File: src/rtl/sha_pad_pkg.sv
// ---------------------------------------------------------------------------
// sha_pad_pkg
// Shared definitions for the streaming SHA message padder.
//   pad_state_e : padder FSM states
//   BLK_WORDS   : words per SHA block (16 for every supported word width)
//   IDX_W       : width of the word index within a block
//   LEN_IDX_HI  : block index carrying the upper half of the bit length
//   LEN_IDX_LO  : block index carrying the lower half of the bit length
//   NBYTES_W    : width of a valid-byte count (holds 0..8)
//   lead_ones() : number of leading 1s in a keep vector, MSB first
// ---------------------------------------------------------------------------
package sha_pad_pkg;

   typedef enum logic [2:0] {
      IDLE,
      DATA,
      PAD_ONE,
      PAD_ZERO,
      LEN_HI,
      LEN_LO
   } pad_state_e;

   localparam int BLK_WORDS = 16;
   localparam int IDX_W     = $clog2(BLK_WORDS);
   localparam int NBYTES_W  = 4;

   localparam logic [IDX_W-1:0] LEN_IDX_HI = 4'd14;
   localparam logic [IDX_W-1:0] LEN_IDX_LO = 4'd15;

   // Counts the unbroken run of 1s starting at bit keepW-1 of keep.
   // Anything after the first 0 is treated as not part of the message,
   // so a ragged keep such as 1010 still means one valid byte.
   function automatic logic [NBYTES_W-1:0] lead_ones(input logic [7:0] keep,
                                                     input int         keepW);
      logic [NBYTES_W-1:0] cnt;
      logic                run;
      cnt = '0;
      run = 1'b1;
      for (int i = 7; i >= 0; i--) begin
         if (i < keepW) begin
            if (run && keep[i]) begin
               cnt = cnt + 4'd1;
            end else begin
               run = 1'b0;
            end
         end
      end
      return cnt;
   endfunction

endpackage

File: src/rtl/sha_pad_byte_insert.sv
// ---------------------------------------------------------------------------
// sha_pad_byte_insert
// Purely combinational helper that builds the tail word of a message:
// the first nbytes bytes (big-endian, MSB first) are passed through, the
// byte right after them becomes the 0x80 marker, and every later byte is
// forced to zero. With nbytes equal to the full word the data passes
// through unchanged and no marker is inserted.
// Ports:
//   data_i   : raw last beat of the message
//   nbytes_i : number of valid leading bytes (0..WORD_W/8)
//   data_o   : masked word with marker
// ---------------------------------------------------------------------------
module sha_pad_byte_insert
   import sha_pad_pkg::*;
#(
   parameter  int WORD_W = 32,
   localparam int KEEP_W = WORD_W / 8
) (
   input  logic [WORD_W-1:0]   data_i,
   input  logic [NBYTES_W-1:0] nbytes_i,
   output logic [WORD_W-1:0]   data_o
);

   // Walk the byte lanes from the most significant one down. Lanes before
   // the count keep their data, the lane at the count gets the marker and
   // the rest stay at the zero default, which also wipes any junk the
   // upstream left in unused lanes.
   always_comb begin
      data_o = '0;
      for (int b = 0; b < KEEP_W; b++) begin
         if (b < int'(nbytes_i)) begin
            data_o[WORD_W-1-8*b -: 8] = data_i[WORD_W-1-8*b -: 8];
         end else if (b == int'(nbytes_i)) begin
            data_o[WORD_W-1-8*b -: 8] = 8'h80;
         end
      end
   end

endmodule

File: src/rtl/sha_msg_padder.sv
// ---------------------------------------------------------------------------
// sha_msg_padder
// Streaming FIPS 180-4 message padder. Takes a byte-granular message as a
// stream of big-endian words and produces complete 16-word blocks: message
// data, the 0x80 marker, zero fill and the two-word bit length. WORD_W=32
// serves SHA-1/SHA-256, WORD_W=64 serves SHA-512.
//
// Optional feature macro: SHA_PAD_LEN_BASE_EN
//   defined   : len_base port exists and seeds the bit count of each
//               message (for HMAC, where a key block precedes the stream)
//   undefined : no len_base port, every message counts from zero
//
// Ports:
//   clk, rst   : clock and synchronous active-high reset
//   s_data     : input message word, first byte in the MSBs
//   s_keep     : valid bytes of the last beat, MSB first
//   s_valid    : input word valid
//   s_last     : final beat of the message
//   s_ready    : padder can take an input word this cycle
//   m_data     : padded block word
//   m_valid    : output word valid
//   m_ready    : hash core takes the output word
//   m_first    : word 0 of block 0 of a message
//   m_blk_end  : word 15 of every block
//   m_msg_end  : final length word of the message
//   busy       : message in flight or output word pending
//   len_base   : (macro only) starting bit count, sampled on first beat
// ---------------------------------------------------------------------------
module sha_msg_padder
   import sha_pad_pkg::*;
#(
   parameter  int WORD_W = 32,
   localparam int KEEP_W = WORD_W / 8,
   localparam int LEN_W  = 2 * WORD_W
) (
   input  logic              clk,
   input  logic              rst,
   input  logic [WORD_W-1:0] s_data,
   input  logic [KEEP_W-1:0] s_keep,
   input  logic              s_valid,
   input  logic              s_last,
   output logic              s_ready,
   output logic [WORD_W-1:0] m_data,
   output logic              m_valid,
   input  logic              m_ready,
   output logic              m_first,
   output logic              m_blk_end,
   output logic              m_msg_end,
   output logic              busy
`ifdef SHA_PAD_LEN_BASE_EN
   ,
   input  logic [LEN_W-1:0]  len_base
`endif
);

   localparam logic [WORD_W-1:0] MARKER_WORD = {8'h80, {(WORD_W-8){1'b0}}};

   pad_state_e          state_q, state_d;
   logic [IDX_W-1:0]    idx_q, idx_d;
   logic [LEN_W-1:0]    bitlen_q, bitlen_d;

   logic [WORD_W-1:0]   outData_q;
   logic                outValid_q;
   logic                outFirst_q;
   logic                outBlkEnd_q;
   logic                outMsgEnd_q;

   logic                advance;
   logic                inAccept;
   logic [NBYTES_W-1:0] nbytes;
   logic [WORD_W-1:0]   tailWord;
   logic [LEN_W-1:0]    beatBits;
   logic [LEN_W-1:0]    lenStart;
   pad_state_e          afterMarker;

   logic                emit;
   logic [WORD_W-1:0]   emitData;
   logic                emitFirst;
   logic                emitMsgEnd;

`ifdef SHA_PAD_LEN_BASE_EN
   assign lenStart = len_base;
`else
   assign lenStart = '0;
`endif

   // The output stage may load a new word whenever it is empty or the
   // core is taking the current one. Every state transition is tied to a
   // word being loaded, so a stalled core freezes the whole padder.
   assign advance  = !outValid_q || m_ready;
   assign s_ready  = !rst && ((state_q == IDLE) || (state_q == DATA)) && advance;
   assign inAccept = s_valid && s_ready;

   assign nbytes   = lead_ones(8'(s_keep), KEEP_W);
   assign beatBits = s_last ? LEN_W'({nbytes, 3'b000}) : LEN_W'(WORD_W);

   // Once the marker has gone out, the zero run has to end right before
   // the length slot. A marker at index 13 leaves no room for zeros, so it
   // jumps straight to the length; anything later spills into a fresh
   // block whose zero run ends at index 13 in the same way.
   assign afterMarker = (idx_q == LEN_IDX_HI - 4'd1) ? LEN_HI : PAD_ZERO;

   sha_pad_byte_insert #(
      .WORD_W(WORD_W)
   ) u_insert (
      .data_i  (s_data),
      .nbytes_i(nbytes),
      .data_o  (tailWord)
   );

   // Next-state and word selection. Input beats are only accepted in IDLE
   // and DATA; the pad and length states generate their own words whenever
   // the output stage has room. A last beat that fills the whole word goes
   // out untouched and the marker follows as its own word from PAD_ONE.
   always_comb begin
      state_d    = state_q;
      idx_d      = idx_q;
      bitlen_d   = bitlen_q;
      emit       = 1'b0;
      emitData   = '0;
      emitFirst  = 1'b0;
      emitMsgEnd = 1'b0;

      case (state_q)
         IDLE: begin
            if (inAccept) begin
               emit      = 1'b1;
               emitFirst = 1'b1;
               bitlen_d  = lenStart + beatBits;
               if (s_last) begin
                  emitData = tailWord;
                  state_d  = (nbytes == NBYTES_W'(KEEP_W)) ? PAD_ONE : afterMarker;
               end else begin
                  emitData = s_data;
                  state_d  = DATA;
               end
            end
         end
         DATA: begin
            if (inAccept) begin
               emit     = 1'b1;
               bitlen_d = bitlen_q + beatBits;
               if (s_last) begin
                  emitData = tailWord;
                  state_d  = (nbytes == NBYTES_W'(KEEP_W)) ? PAD_ONE : afterMarker;
               end else begin
                  emitData = s_data;
               end
            end
         end
         PAD_ONE: begin
            if (advance) begin
               emit     = 1'b1;
               emitData = MARKER_WORD;
               state_d  = afterMarker;
            end
         end
         PAD_ZERO: begin
            if (advance) begin
               emit = 1'b1;
               if (idx_q == LEN_IDX_HI - 4'd1) begin
                  state_d = LEN_HI;
               end
            end
         end
         LEN_HI: begin
            if (advance) begin
               emit     = 1'b1;
               emitData = bitlen_q[LEN_W-1:WORD_W];
               state_d  = LEN_LO;
            end
         end
         LEN_LO: begin
            if (advance) begin
               emit       = 1'b1;
               emitData   = bitlen_q[WORD_W-1:0];
               emitMsgEnd = 1'b1;
               state_d    = IDLE;
            end
         end
         default: begin
            state_d = IDLE;
         end
      endcase

      if (emit) begin
         idx_d = idx_q + 4'd1;
      end
   end

   // FSM, block index and length accumulator. Reset drops any partial
   // message so nothing more is emitted for it.
   always_ff @(posedge clk) begin
      if (rst) begin
         state_q  <= IDLE;
         idx_q    <= '0;
         bitlen_q <= '0;
      end else begin
         state_q  <= state_d;
         idx_q    <= idx_d;
         bitlen_q <= bitlen_d;
      end
   end

   // Single output register. It only changes when it may hand over, so
   // data and flags sit still for as long as the core holds m_ready low.
   // The block-end flag comes from the index of the word being loaded.
   always_ff @(posedge clk) begin
      if (rst) begin
         outData_q   <= '0;
         outValid_q  <= 1'b0;
         outFirst_q  <= 1'b0;
         outBlkEnd_q <= 1'b0;
         outMsgEnd_q <= 1'b0;
      end else if (advance) begin
         outValid_q  <= emit;
         outFirst_q  <= emit && emitFirst;
         outBlkEnd_q <= emit && (idx_q == LEN_IDX_LO);
         outMsgEnd_q <= emit && emitMsgEnd;
         if (emit) begin
            outData_q <= emitData;
         end
      end
   end

   assign m_data    = outData_q;
   assign m_valid   = outValid_q;
   assign m_first   = outFirst_q;
   assign m_blk_end = outBlkEnd_q;
   assign m_msg_end = outMsgEnd_q;
   assign busy      = (state_q != IDLE) || outValid_q;

endmodule

File: config.mk
export PLATFORM = sky130hd
export DESIGN_NAME = sha_msg_padder
export DESIGN_NICKNAME = d
export VERILOG_FILES = /design/src/rtl/sha_pad_pkg.sv /design/src/rtl/sha_pad_byte_insert.sv /design/src/rtl/sha_msg_padder.sv
export SDC_FILE = /design/constraint.sdc
export NUM_CORES = 1
export LEC_CHECK = 0
export CORE_UTILIZATION = 25
export DETAILED_ROUTE_END_ITERATION = 16
export GPL_TIMING_DRIVEN = 0
export PLACE_DENSITY = 0.41
export SYNTH_ARGS = -nofsm -noshare
export SYNTH_HDL_FRONTEND = slang
export SYNTH_SLANG_ARGS = --single-unit
File: constraint.sdc
create_clock -name clk -period 3.35 [get_ports clk]
set_clock_uncertainty 0.15 [all_clocks]
set_input_delay 0.67 -clock clk [delete_from_list [all_inputs] [get_ports clk]]
set_output_delay 0.67 -clock clk [all_outputs]
set_load 0.1 [all_outputs]
==> out/qor.yml <==
max_stage_delay_ns: 0.53
status: "complete, no violations"
drt-total-wl_um: 20900
syn-cell-area_um2: 5480
vias_per_cell: 5.41
seqCellArea_um2: 2080
min_period_ns: 3.28
num_vias: 5608
critPathTopFamily: "simple AND/OR/NAND/NOR gates"
clock-root-buffer: "clkbuf_16"
syn_nets: 712
whs_path_depth: 2
syn_inst: 663
powerDensity_nw_per_um2: 407
placed_cell_area_um2: 6640
clk_latency_ns: 0.37
hp-class: "register to register"
final_cells: 1037
cts_tree: "built"
p_clk_frac: 0.393
yosysSeqAreaShare: 0.380
cp.required_ns: 3.50
ys_ff_latch: 104
switching_share: 0.312
ir_drop_mv: 0.205
num-fill-cells: 2237
arrival_ns: 3.43
grt_max_degree: 19
path_class: "input port to register"
die_y_um: 150
start_util: 0.257
syn2layout_area_growth_pct: 30.3
multiInputGateArea_um2: 3330
core_um2: 21300
power.internal_w: 0.00200
syn_avg_cell_area_um2: 8.27
drtAntennaViolNets: 0
fin_crit_sh: 0.979
num_rows: 53
gp_congestion: 0.825
diodes: 0
io_pins: 79
crit_path_end_kind: "register"
dp_hpwl_um: 15400
fin_nets: 806
io_buffer_count: 78
groute.usage.overall: 0.190
maxSlewViolCount: 0
r2r_cells: 6
maxCapViolCount: 0
cp-start-kind: "input port"
synth_edf_count: 0
yosysUniqueCellTypes: 60
fin_area_um2: 7140
synth-async-reset-ratio: 0
wl_per_cell_um: 20.2
grt_pass1_vias: 5419
clk_pin_slew_ns: 0.08
yosysWarnings: 0
tightest_slew_ns: 1.24
placed_cells: 1017
seqPwrFrac: 0.440
critPathMaxFanout: 7
finalHoldViolations: 0
cts-buffers-inserted: 9
die_x_um: 150
drcViolationCount: 0
drt_iter0_markers: 410
worst_slack_ns: 0.0716
place_ws_ns: -1.37
path_depth: 13
power.static_leakage_nw: 2.22
max_freq_mhz: 305
worst-path-buf-inv: 3
clk_path_buf_depth: 2
dieArea_um2: 22500
power_frac_comb: 0.167
p_sw_w: 0.000906
holdWs_ns: 0.292
dr.pass1.iters: 5
overflow: 0
path_cells: "clkbuf_4 > and2_4 > ha_2 > nand2_1 > o21a_1 > inv_1 > ha_4 > nand3_1 > a2bb2oi_4 > or4_4 > buf_8 > or4b_1 > a21oi_1"
slew_headroom: 0.164
synth-main-ff-cell: "dfxtp_1"
critPathSlowestCell: "or4_4"
htreeDepth: 3
cts_hold_buf: 0
antenna_found_initial: 0
grt_pass1_wl_um: 32100
layout-drive-gt1-share: 0.0840
cts_sinks: 104
final-setup-viol-count: 0
-- layout make-up --
type                    count  share of cell area
well taps                 275              0.0482
repair buffers             83               0.114
clock inverters             7              0.0109
flip-flops and latches    104               0.292
inverters                  13             0.00683
clock buffers               9              0.0315
plain buffers              49              0.0305
multi-input cells         497               0.467
-- layer usage --
layer,track usage,vias up,wire length [um]
met2,0.313,164,9770
met5,0,-,0
met3,0.0409,19,1220
met1,0.252,2747,9660
li1,-,2678,-
met4,0.0429,0,298
-- cell usage in the layout, fill, tap and decap left out, drive strengths merged, types with 4 or more instances in the layout --
cell	instances
a222oi	18
a2bb2oi	7
nor2	50
o21a	5
nor4b	4
nand4	25
or3	8
clkdlybuf4s50	71
a211oi	4
and4	8
and2	7
inv	15
ha	7
mux2i	16
buf	15
o21ai	32
dfxtp	104
o31ai	7
and3	7
a31oi	9
a21oi	30
clkbuf	51
nor4	21
nor3	18
o41ai	8
nand4b	4
a22o	6
nand2	68
clkinv	4
xnor2	25
nand3	22
a22oi	14
or4	12
nand2b	18
-- power groups by stage --
stage,Sequential [W],Clock [W],Combinational (W)
6_report,0.00128,0.00114,0.000485
2_1_floorplan,0.00140,0,0.000216
3_3_place_gp,0.00131,0,0.000477
4_1_cts,0.00128,0.00116,0.000486
3_5_place_dp,0.00131,0,0.000480
5_1_grt,0.00128,0.00120,0.000519
-- flip-flops by register name, summed over array words and instances (netlist names) --
signal	count
m_valid	1
m_first	1
m_blk_end	1
bitlen_q	61
m_data	32
idx_q	4
state_q	3
m_msg_end	1
-- stage by stage --
stage	setup TNS (ns)	utilization	total power (W)
after global placement	-53.05	0.311	0.00178
after detailed placement	-53.66	0.312	0.00179
final	0	0.335	0.00290
after floorplan	0	-	0.00161
after global routing	-0.00410	0.335	0.00300
after CTS	0	0.332	0.00292
-- worst paths after layout --
kind	from	to	slack (ns)
worst min-delay path	m_data[2]	m_data[2]	0.29
worst max-delay path	s_keep[3]	bitlen_q[50]	0.07
worst max register to register	bitlen_q[22]	bitlen_q[46]	0.39
worst min register to register	m_data[2]	m_data[2]	0.29
-- repair_timing --
item,4_1_cts,5_1_grt
gates cloned,1,0
buffers inserted,2,1
setup endpoints to repair,58,38
pin swaps,4,6
resized for setup,37,21
-- cell families (layout without fill, tap and decap cells) --
kind of cell             Yosys count  after routing  share of synthesized area
AND/OR/NAND/NOR                  284            284                      0.277
AO/OA/AOI/OAI                    159            159                      0.204
flip-flops                       104            104                      0.380
buffers and inverters             62            161                     0.0432
XOR/XNOR                          28             28                     0.0447
multiplexers                      17             17                     0.0313
adder cells (fa/ha/maj)            8              8                     0.0196
other                              1              1                   0.000684
-- tightest hold or removal path, cell delays in order (launching register included) --
cell and delay [ns]:
dfxtp_1 0.31, nand2_1 0.05, nand2_1 0.04
-- cells in the mapped netlist, types with 2 or more instances --
| cell type | count | area share |
|---|---|---|
| inv_1 | 13 | 0.0089 |
| nor4_1 | 21 | 0.024 |
| buf_1 | 5 | 0.0034 |
| nand2b_1 | 18 | 0.021 |
| or3_1 | 8 | 0.0091 |
| o211ai_1 | 2 | 0.0027 |
| nor4b_1 | 4 | 0.0064 |
| nand4_2 | 2 | 0.0046 |
| a22o_1 | 6 | 0.0096 |
| nor2_1 | 50 | 0.034 |
| dfxtp_1 | 104 | 0.38 |
| nor3_1 | 18 | 0.016 |
| a222oi_1 | 18 | 0.033 |
| nor2b_1 | 3 | 0.0034 |
| a211oi_1 | 4 | 0.0055 |
| o41ai_1 | 8 | 0.013 |
| clkbuf_1 | 41 | 0.028 |
| a21oi_1 | 30 | 0.027 |
| nand2_1 | 68 | 0.047 |
| o21bai_1 | 2 | 0.0027 |
| and2_1 | 6 | 0.0069 |
| buf_2 | 3 | 0.0027 |
| and3_1 | 7 | 0.0080 |
| a22oi_1 | 14 | 0.019 |
| a21o_1 | 2 | 0.0027 |
| and4_1 | 8 | 0.013 |
| nand4b_1 | 4 | 0.0064 |
| or4_1 | 12 | 0.016 |
| nand4_1 | 23 | 0.026 |
| nand3_1 | 21 | 0.019 |
| a221oi_1 | 3 | 0.0048 |
| nor3b_1 | 3 | 0.0041 |
| xor2_1 | 3 | 0.0048 |
| mux2i_1 | 16 | 0.029 |
| a2bb2oi_1 | 7 | 0.011 |
| o21a_1 | 5 | 0.0069 |
| a31oi_1 | 9 | 0.010 |
| xnor2_1 | 25 | 0.040 |
| ha_1 | 7 | 0.016 |
| o221ai_1 | 2 | 0.0032 |
| o31ai_1 | 7 | 0.0096 |
| o21ai_0 | 32 | 0.029 |
| a32o_1 | 2 | 0.0037 |
Power figures use the tool's default switching activity.
